<file path="src/rtl/row_source_controller.sv">
// Command-driven row-to-source map for the display row datapath: parses ASCII
// "S r s" / "D" commands from the UART and drives the per-row character mux.
module row_source_controller #(
  parameter int          TIMEOUT_CYCLES = 5000000,
  parameter logic [11:0] DEFAULT_MAP    = 12'h888
) (
  input  logic        clk,
  input  logic        rst,
  input  logic        byteReady,
  input  logic [7:0]  data,
  input  logic [1:0]  rowNumber,
  input  logic [7:0]  charIn0,
  input  logic [7:0]  charIn1,
  input  logic [7:0]  charIn2,
  input  logic [7:0]  charIn3,
  output logic [7:0]  charOutput,
  output logic        usePixelSource,
  output logic [11:0] rowMap,
  output logic        cmdOk,
  output logic        cmdErr,
  output logic        busy
);

  localparam int CW = ($clog2(TIMEOUT_CYCLES + 1) > 0) ? $clog2(TIMEOUT_CYCLES + 1) : 1;
  localparam logic [CW-1:0] TIMEOUT_VAL = CW'(TIMEOUT_CYCLES);

  typedef enum logic [2:0] {
    IDLE,
    GOT_S,
    GOT_ROW,
    GOT_SRC,
    GOT_D,
    FLUSH
  } state_t;

  state_t        state_reg, state_next;
  logic [1:0]    row_reg, row_next;
  logic [2:0]    src_reg, src_next;
  logic [11:0]   map_next;
  logic [CW-1:0] cnt_reg, cnt_next;
  logic          ok_next, err_next;

  logic is_term, is_s, is_d, is_row_digit, is_src_digit, timeout;
  logic [2:0] lookup_code;

  assign is_term      = (data == 8'h0D) || (data == 8'h0A);
  assign is_s         = (data == 8'h53) || (data == 8'h73);
  assign is_d         = (data == 8'h44) || (data == 8'h64);
  assign is_row_digit = (data >= 8'h30) && (data <= 8'h33);
  assign is_src_digit = (data >= 8'h30) && (data <= 8'h35);
  assign timeout      = (state_reg != IDLE) && (cnt_reg == TIMEOUT_VAL);

  assign lookup_code    = rowMap[3*rowNumber +: 3];
  assign usePixelSource = (lookup_code == 3'd4);
  assign busy           = (state_reg != IDLE);

  always_comb begin
    state_next = state_reg;
    row_next   = row_reg;
    src_next   = src_reg;
    map_next   = rowMap;
    ok_next    = 1'b0;
    err_next   = 1'b0;

    if (state_reg == IDLE || byteReady)
      cnt_next = '0;
    else if (cnt_reg != TIMEOUT_VAL)
      cnt_next = cnt_reg + 1'b1;
    else
      cnt_next = cnt_reg;

    // Timeout wins over a byte arriving in the same cycle; that byte is dropped.
    if (timeout) begin
      state_next = IDLE;
      err_next   = 1'b1;
      cnt_next   = '0;
    end else if (byteReady) begin
      case (state_reg)
        IDLE: begin
          if (is_s)          state_next = GOT_S;
          else if (is_d)     state_next = GOT_D;
          else if (!is_term) state_next = FLUSH;
        end
        GOT_S: begin
          if (is_row_digit) begin
            row_next   = data[1:0];
            state_next = GOT_ROW;
          end else begin
            state_next = is_term ? IDLE : FLUSH;
            err_next   = is_term;
          end
        end
        GOT_ROW: begin
          if (is_src_digit) begin
            src_next   = data[2:0];
            state_next = GOT_SRC;
          end else begin
            state_next = is_term ? IDLE : FLUSH;
            err_next   = is_term;
          end
        end
        GOT_SRC: begin
          if (is_term) begin
            map_next[3*row_reg +: 3] = src_reg;
            ok_next    = 1'b1;
            state_next = IDLE;
          end else begin
            state_next = FLUSH;
          end
        end
        GOT_D: begin
          if (is_term) begin
            map_next   = DEFAULT_MAP;
            ok_next    = 1'b1;
            state_next = IDLE;
          end else begin
            state_next = FLUSH;
          end
        end
        FLUSH: begin
          if (is_term) begin
            err_next   = 1'b1;
            state_next = IDLE;
          end
        end
        default: state_next = IDLE;
      endcase
    end
  end

  always_ff @(posedge clk or posedge rst) begin
    if (rst) begin
      state_reg <= IDLE;
      row_reg   <= '0;
      src_reg   <= '0;
      rowMap    <= DEFAULT_MAP;
      cnt_reg   <= '0;
      cmdOk     <= 1'b0;
      cmdErr    <= 1'b0;
    end else begin
      state_reg <= state_next;
      row_reg   <= row_next;
      src_reg   <= src_next;
      rowMap    <= map_next;
      cnt_reg   <= cnt_next;
      cmdOk     <= ok_next;
      cmdErr    <= err_next;
    end
  end

  // Lookup uses the map as it stood before this edge's write.
  always_ff @(posedge clk or posedge rst) begin
    if (rst) begin
      charOutput <= 8'h00;
    end else begin
      case (lookup_code)
        3'd0:    charOutput <= charIn0;
        3'd1:    charOutput <= charIn1;
        3'd2:    charOutput <= charIn2;
        3'd3:    charOutput <= charIn3;
        default: charOutput <= 8'h20;
      endcase
    end
  end

endmodule

</file>
<file path="config.mk">
export PLATFORM = sky130hd
export DESIGN_NAME = row_source_controller
export DESIGN_NICKNAME = d
export VERILOG_FILES = /design/src/rtl/row_source_controller.sv
export SDC_FILE = /design/constraint.sdc
export NUM_CORES = 1
export LEC_CHECK = 0
export CAP_MARGIN = 25
export CORE_AREA = 2 2 103 105
export DETAILED_ROUTE_END_ITERATION = 10
export DIE_AREA = 0 0 105 107
export GPL_TIMING_DRIVEN = 1
export PLACE_DENSITY = 0.48
export SYNTH_ARGS = -nofsm -noshare
export SYNTH_HDL_FRONTEND = slang
export SYNTH_SLANG_ARGS = --single-unit
</file>
<file path="constraint.sdc">
create_clock -name clk -period 2.6 [get_ports clk]
set_clock_uncertainty 0.05 [all_clocks]
set_input_delay 0.39 -clock clk [delete_from_list [all_inputs] [get_ports clk]]
set_output_delay 0.39 -clock clk [all_outputs]
set_load 0.1 [all_outputs]
</file>
==> metrics.txt, run 1 <==
status=completed; Distinct cells, synth=51; ant diodes=0; CP cell instances=clkdlybuf4s50_1 > mux4_2 > nor3b_4 > buf_12; layout cells sized above 1=0.221; cell taking the most area after synthesis=dfrtp_1; required time of the critical path=2.16 ns; post-CTS setup buffer count=0; port bufs=68; EDFF count, synth=0; DR DRC count=0; Hold Buf Count CTS=0; leakage power=1.56 nW; H-tree depth=2; Core Area=0.0101 sq mm; ys async rst share=1.00; worst relative slew slack=0.626; Filler cells=1059; Main synth FF type=dfrtp_1; CP peak stage delay=0.61 ns; Worst Setup Start Kind=input pin; commonest non-fill, non-tap cell in the layout=clkdlybuf4s50_1; Hold Fails Final Rpt=0; Largest register FFs=23; Place WS=0.121 ns; initial antenna violation count=0; GR Util met1=0.174; Initial Util=0.294; Via Count=2420; synthesized instance count=289; sequential cell area fraction in the yosys report=0.448; Placed Cells=494; number of synthesis warnings=0; Mean Syn Cell Area=10.3 sq um; initial drt markers=68; Routed wire per std cell=14.3 um; worst hold margin=0.394 ns; CP delay by family, top=buffers and inverters; Layout area overhead=33.6%; die area=0.0112 sq mm; Clock Latency Late Sink=0.31 ns; gr usage total=0.136; fin util=0.393; Seq cells post-synth=53; met3 GRT Util=0.0237; grt peak-use layer=met2; VDD IR max=0.330 mV; fin crit period=2.46 ns; post-CTS resize count=0; Core Rows=37; global route overflow=0; Final Cycle Share=0.946; DRT Pass-1 Iters=4; nets@finish=416; max frequency=0.406 GHz; most frequent cells in the layout=44 x clkdlybuf4s50_1, 41 x dfrtp_1, 36 x nor2_1, 33 x buf_4, 20 x o21ai_0; Final Non-Filler Cells=502; Slew @ Worst Pin=0.561 ns; Routed WL=7160 um; Critical-path top delay cell=mux4_2; num ports=69; CP Buf/Inv Count=2; Setup-failing EPs final=0; Crit. End Element=output pin; HPWL Detailed=5510 um; vias in the first global route=2465; CTS tree=yes; CP Class=in2out; Vias/cell=4.82; final estimated routing congestion in global placement=0.774; clock tree buffer depth=2; die height=107 um; Worst EP arrival=2.02 ns; Die X=105 um; met2 usage=0.238; CTS root buf=clkbuf_8; Cell Area, Synth=0.00297 sq mm; largest net degree at the start of global routing=30; worst-path maximum fanout=4; global-route wire length before repair=12400 um; Synthesized Nets=340; hold crit path type=in2async; RSZ-0062 raised after global routing=no; TritonCTS Buffers=5; pwr dens=556 mW/mm^2; MaxCap Viol Count=0; DRT antenna net count=0; clock transition at the registers of the reported paths=0.10 ns; Pins Over Slew Limit=0; Synth area leaders=dfrtp_1 42%, mux4_2 7.6%, nor2_1 4.6%; post-synth top area share=0.422; Clock Sinks=53; PnR worst setup slack=0.140 ns
[area by class of cell]
cell class                 count  area (sq um)  area share
inverter                      11          41.3      0.0104
clock buffer                   6          82.6      0.0208
clock inverter                 2          37.5     0.00947
tap                          136           170      0.0429
sequential                    53          1340       0.338
multi-input combinational    214          1540       0.389
timing repair buffer          80           748       0.189
[per-layer routing]
layer  vias up  wire length, um  part of all wire
li1       1189                -                 -
met1      1170             3270              0.46
met2        55             3550              0.50
met3         6              258             0.036
met4         0               83             0.012
met5         -                0                 0
[per-stage QoR]
step / instance area [sq um] / setup TNS (ns) / power (mW)
global placement: 3840 / 0 / 1.63
global route: 3960 / 0 / 2.33
finish: 3960 / 0 / 2.20
CTS: 3960 / 0 / 2.24
detailed placement: 3840 / 0 / 1.63
floorplan: 3000 / -0.0117 / 1.42
[where the power goes]
part	internal [mW]	switching (mW)
logic	0.287	0.408
registers	0.867	0.0477
clock network	0.314	0.281
total	1.47	0.736
[worst register-to-register path, delay by kind of cell (launching register included)]
kind,cells,cell delay (ns)
AND/OR/NAND/NOR,4,1.47
flip-flops,1,0.46
multiplexers,1,0.34
[final timing paths]
kind                                        start                 endpoint  slack [ns]  depth (start not counted)
hold reg to reg            cnt_reg[0]$_DFFE_PP0P_   cnt_reg[0]$_DFFE_PP0P_        0.46                          1
hold / removal                                rst  charOutput[6]$_DFF_PP0_        0.39                          2
min in group clk           cnt_reg[0]$_DFFE_PP0P_   cnt_reg[0]$_DFFE_PP0P_        0.46                          1
setup reg to reg           cnt_reg[5]$_DFFE_PP0P_   row_reg[0]$_DFFE_PP0P_        0.18                          5
max in group asynchronous                     rst    rowMap[7]$_DFFE_PP1P_        1.49                          3
setup / recovery                     rowNumber[0]           usePixelSource        0.14                          4
[synthesized netlist by cell type (all sizes together), types with 2 or more instances]
| cell | instances |
|---|---|
| or2 | 3 |
| o31ai | 3 |
| nor4b | 6 |
| ha | 6 |
| nand3 | 19 |
| nor4 | 5 |
| nor3 | 5 |
| xor2 | 8 |
| nor2b | 12 |
| and3b | 2 |
| nand4 | 6 |
| nor2 | 37 |
| o22a | 3 |
| inv | 11 |
| xnor2 | 14 |
| o21ai | 20 |
| nand2 | 17 |
| buf | 5 |
| mux4 | 10 |
| or4b | 3 |
| a22o | 4 |
| nor3b | 3 |
| dfstp | 3 |
| dfrtp | 50 |
| and4 | 3 |
| clkbuf | 6 |
| mux2 | 5 |
| and3 | 2 |
[cells by family (layout without fill, tap and decap cells)]
kind of cell / after synthesis / count (layout) / share of synthesized area
adders and majority gates: 6 / 6 / 0.0253
muxes: 16 / 16 / 0.0983
buffers and inverters: 22 / 99 / 0.0354
AOI/OAI and AO/OA: 39 / 39 / 0.0844
DFF: 53 / 53 / 0.448
xor gates and xnor gates: 22 / 22 / 0.0650
and+or+nand+nor: 131 / 131 / 0.243
Power figures use the tool's default switching activity.
==> run 2: changes to the inputs <==
--- a/config.mk
+++ b/config.mk
@@ -10,7 +10,7 @@
 export DETAILED_ROUTE_END_ITERATION = 10
 export DIE_AREA = 0 0 105 107
 export GPL_TIMING_DRIVEN = 1
-export PLACE_DENSITY = 0.48
+export PLACE_DENSITY_LB_ADDON = 0.3
 export SYNTH_ARGS = -nofsm -noshare
 export SYNTH_HDL_FRONTEND = slang
 export SYNTH_SLANG_ARGS = --single-unit
==> metrics.txt, run 2 (synthesized netlist as in run 1, its figures left out) <==
RSZ-0062 raised after global routing=no; HPWL Detailed=5190 um; DRT antenna net count=0; final estimated routing congestion in global placement=0.774; Hold Fails Final Rpt=0; clock tree buffer depth=2; worst relative slew slack=0.636; port bufs=68; hold crit path type=in2async; nets@finish=417; initial antenna violation count=0; Setup-failing EPs final=0; Routed wire per std cell=13.4 um; Largest register FFs=23; Layout area overhead=33.4%; global-route wire length before repair=11600 um; Slew @ Worst Pin=0.545 ns; met2 usage=0.221; Worst Setup Start Kind=flop; ant diodes=0; status=completed; pwr dens=553 mW/mm^2; largest net degree at the start of global routing=26; TritonCTS Buffers=5; Critical-path top delay cell=or4b_2; CTS tree=yes; CP Class=reg2reg; commonest non-fill, non-tap cell in the layout=clkdlybuf4s50_1; Placed Cells=495; global route overflow=0; CTS root buf=clkbuf_8; Clock Latency Late Sink=0.31 ns; Final Non-Filler Cells=503; Clock Sinks=53; H-tree depth=2; CP cell instances=or4b_2 > or4_4 > nor2_4 > or4b_1 > mux2_2; leakage power=1.56 nW; met3 GRT Util=0.0274; Initial Util=0.294; required time of the critical path=2.76 ns; worst-path maximum fanout=5; MaxCap Viol Count=0; fin crit period=2.42 ns; Worst EP arrival=2.58 ns; most frequent cells in the layout=44 x clkdlybuf4s50_1, 41 x dfrtp_1, 36 x nor2_1, 35 x buf_4, 20 x o21ai_0; Final Cycle Share=0.930; clock transition at the registers of the reported paths=0.10 ns; DRT Pass-1 Iters=4; Routed WL=6740 um; max frequency=0.413 GHz; initial drt markers=48; Vias/cell=4.81; grt peak-use layer=met2; gr usage total=0.128; die area=0.0112 sq mm; Core Rows=37; die height=107 um; num ports=69; Hold Buf Count CTS=0; Core Area=0.0101 sq mm; CP peak stage delay=0.70 ns; Via Count=2420; post-CTS setup buffer count=0; Die X=105 um; layout cells sized above 1=0.223; worst hold margin=0.384 ns; Pins Over Slew Limit=0; VDD IR max=0.398 mV; DR DRC count=0; post-CTS resize count=0; vias in the first global route=2358; GR Util met1=0.160; Crit. End Element=flop
## run 2: changes by cell type in the layout (fill, tap and decap cells not counted), sizes merged
| cell | previous run | this run |
|---|---|---|
| buf | 36 | 37 |
## run 2: final cells by class
class / count / area, sq um
flip-flops and latches: 53 / 1340
clock buffers: 6 / 82.6
well taps: 136 / 170
repair buffers: 81 / 743
clock inverters: 2 / 37.5
multi-input cells: 214 / 1540
fillers: 1040 / 6130
inverters: 11 / 41.3
## run 2: worst paths after layout
path | from | to | slack [ns] | cells after the start
worst min-delay path | rst | cnt_reg[8]$_DFFE_PP0P_ | 0.38 | 2
worst max register to register | cnt_reg[4]$_DFFE_PP0P_ | row_reg[0]$_DFFE_PP0P_ | 0.18 | 5
worst max-delay path | cnt_reg[4]$_DFFE_PP0P_ | row_reg[0]$_DFFE_PP0P_ | 0.18 | 5
min in group clk | cnt_reg[0]$_DFFE_PP0P_ | cnt_reg[0]$_DFFE_PP0P_ | 0.46 | 1
worst min register to register | cnt_reg[0]$_DFFE_PP0P_ | cnt_reg[0]$_DFFE_PP0P_ | 0.46 | 1
max in group asynchronous | rst | rowMap[3]$_DFFE_PP1P_ | 1.47 | 3
## run 2: routing by layer
metal / routed length (um) / vias to the layer above
met3: 241 / 5
li1: - / 1197
met1: 3100 / 1176
met2: 3310 / 42
met5: 0 / -
met4: 93 / 0
## run 2: worst max-delay path: cells and delay by family, from the launching register on
family,cells,cell delay [ns]
flip-flops,1,0.43
multiplexers,1,0.35
AND/OR/NAND/NOR,4,1.48
## run 2: power by group
| group | internal (mW) | total, mW | switching, mW |
|---|---|---|---|
| Clock | 0.313 | 0.593 | 0.280 |
| Combinational | 0.277 | 0.666 | 0.390 |
| Sequential | 0.867 | 0.929 | 0.0617 |
## run 2: stage by stage
stage	utilization	setup TNS [ns]	power [mW]	worst slack (ns)	area, sq um
final	0.392	0	2.19	0.181	3960
after global placement	0.380	0	1.60	0.152	3840
after global routing	0.392	0	2.32	0.0407	3960
after floorplan	-	-0.0117	1.42	-0.0117	3000
after CTS	0.392	0	2.22	0.161	3960
after detailed placement	0.380	0	1.61	0.128	3840
==> run 3: changes to the inputs <==
--- a/config.mk
+++ b/config.mk
@@ -7,6 +7,7 @@
 export LEC_CHECK = 0
 export CAP_MARGIN = 25
 export CORE_AREA = 2 2 103 105
+export CTS_BUF_LIST = sky130_fd_sc_hd__clkbuf_8
 export DETAILED_ROUTE_END_ITERATION = 10
 export DIE_AREA = 0 0 105 107
 export GPL_TIMING_DRIVEN = 1
==> results of run 3 <==
The final DEF is identical to that of run 2; final timing and power are the same.
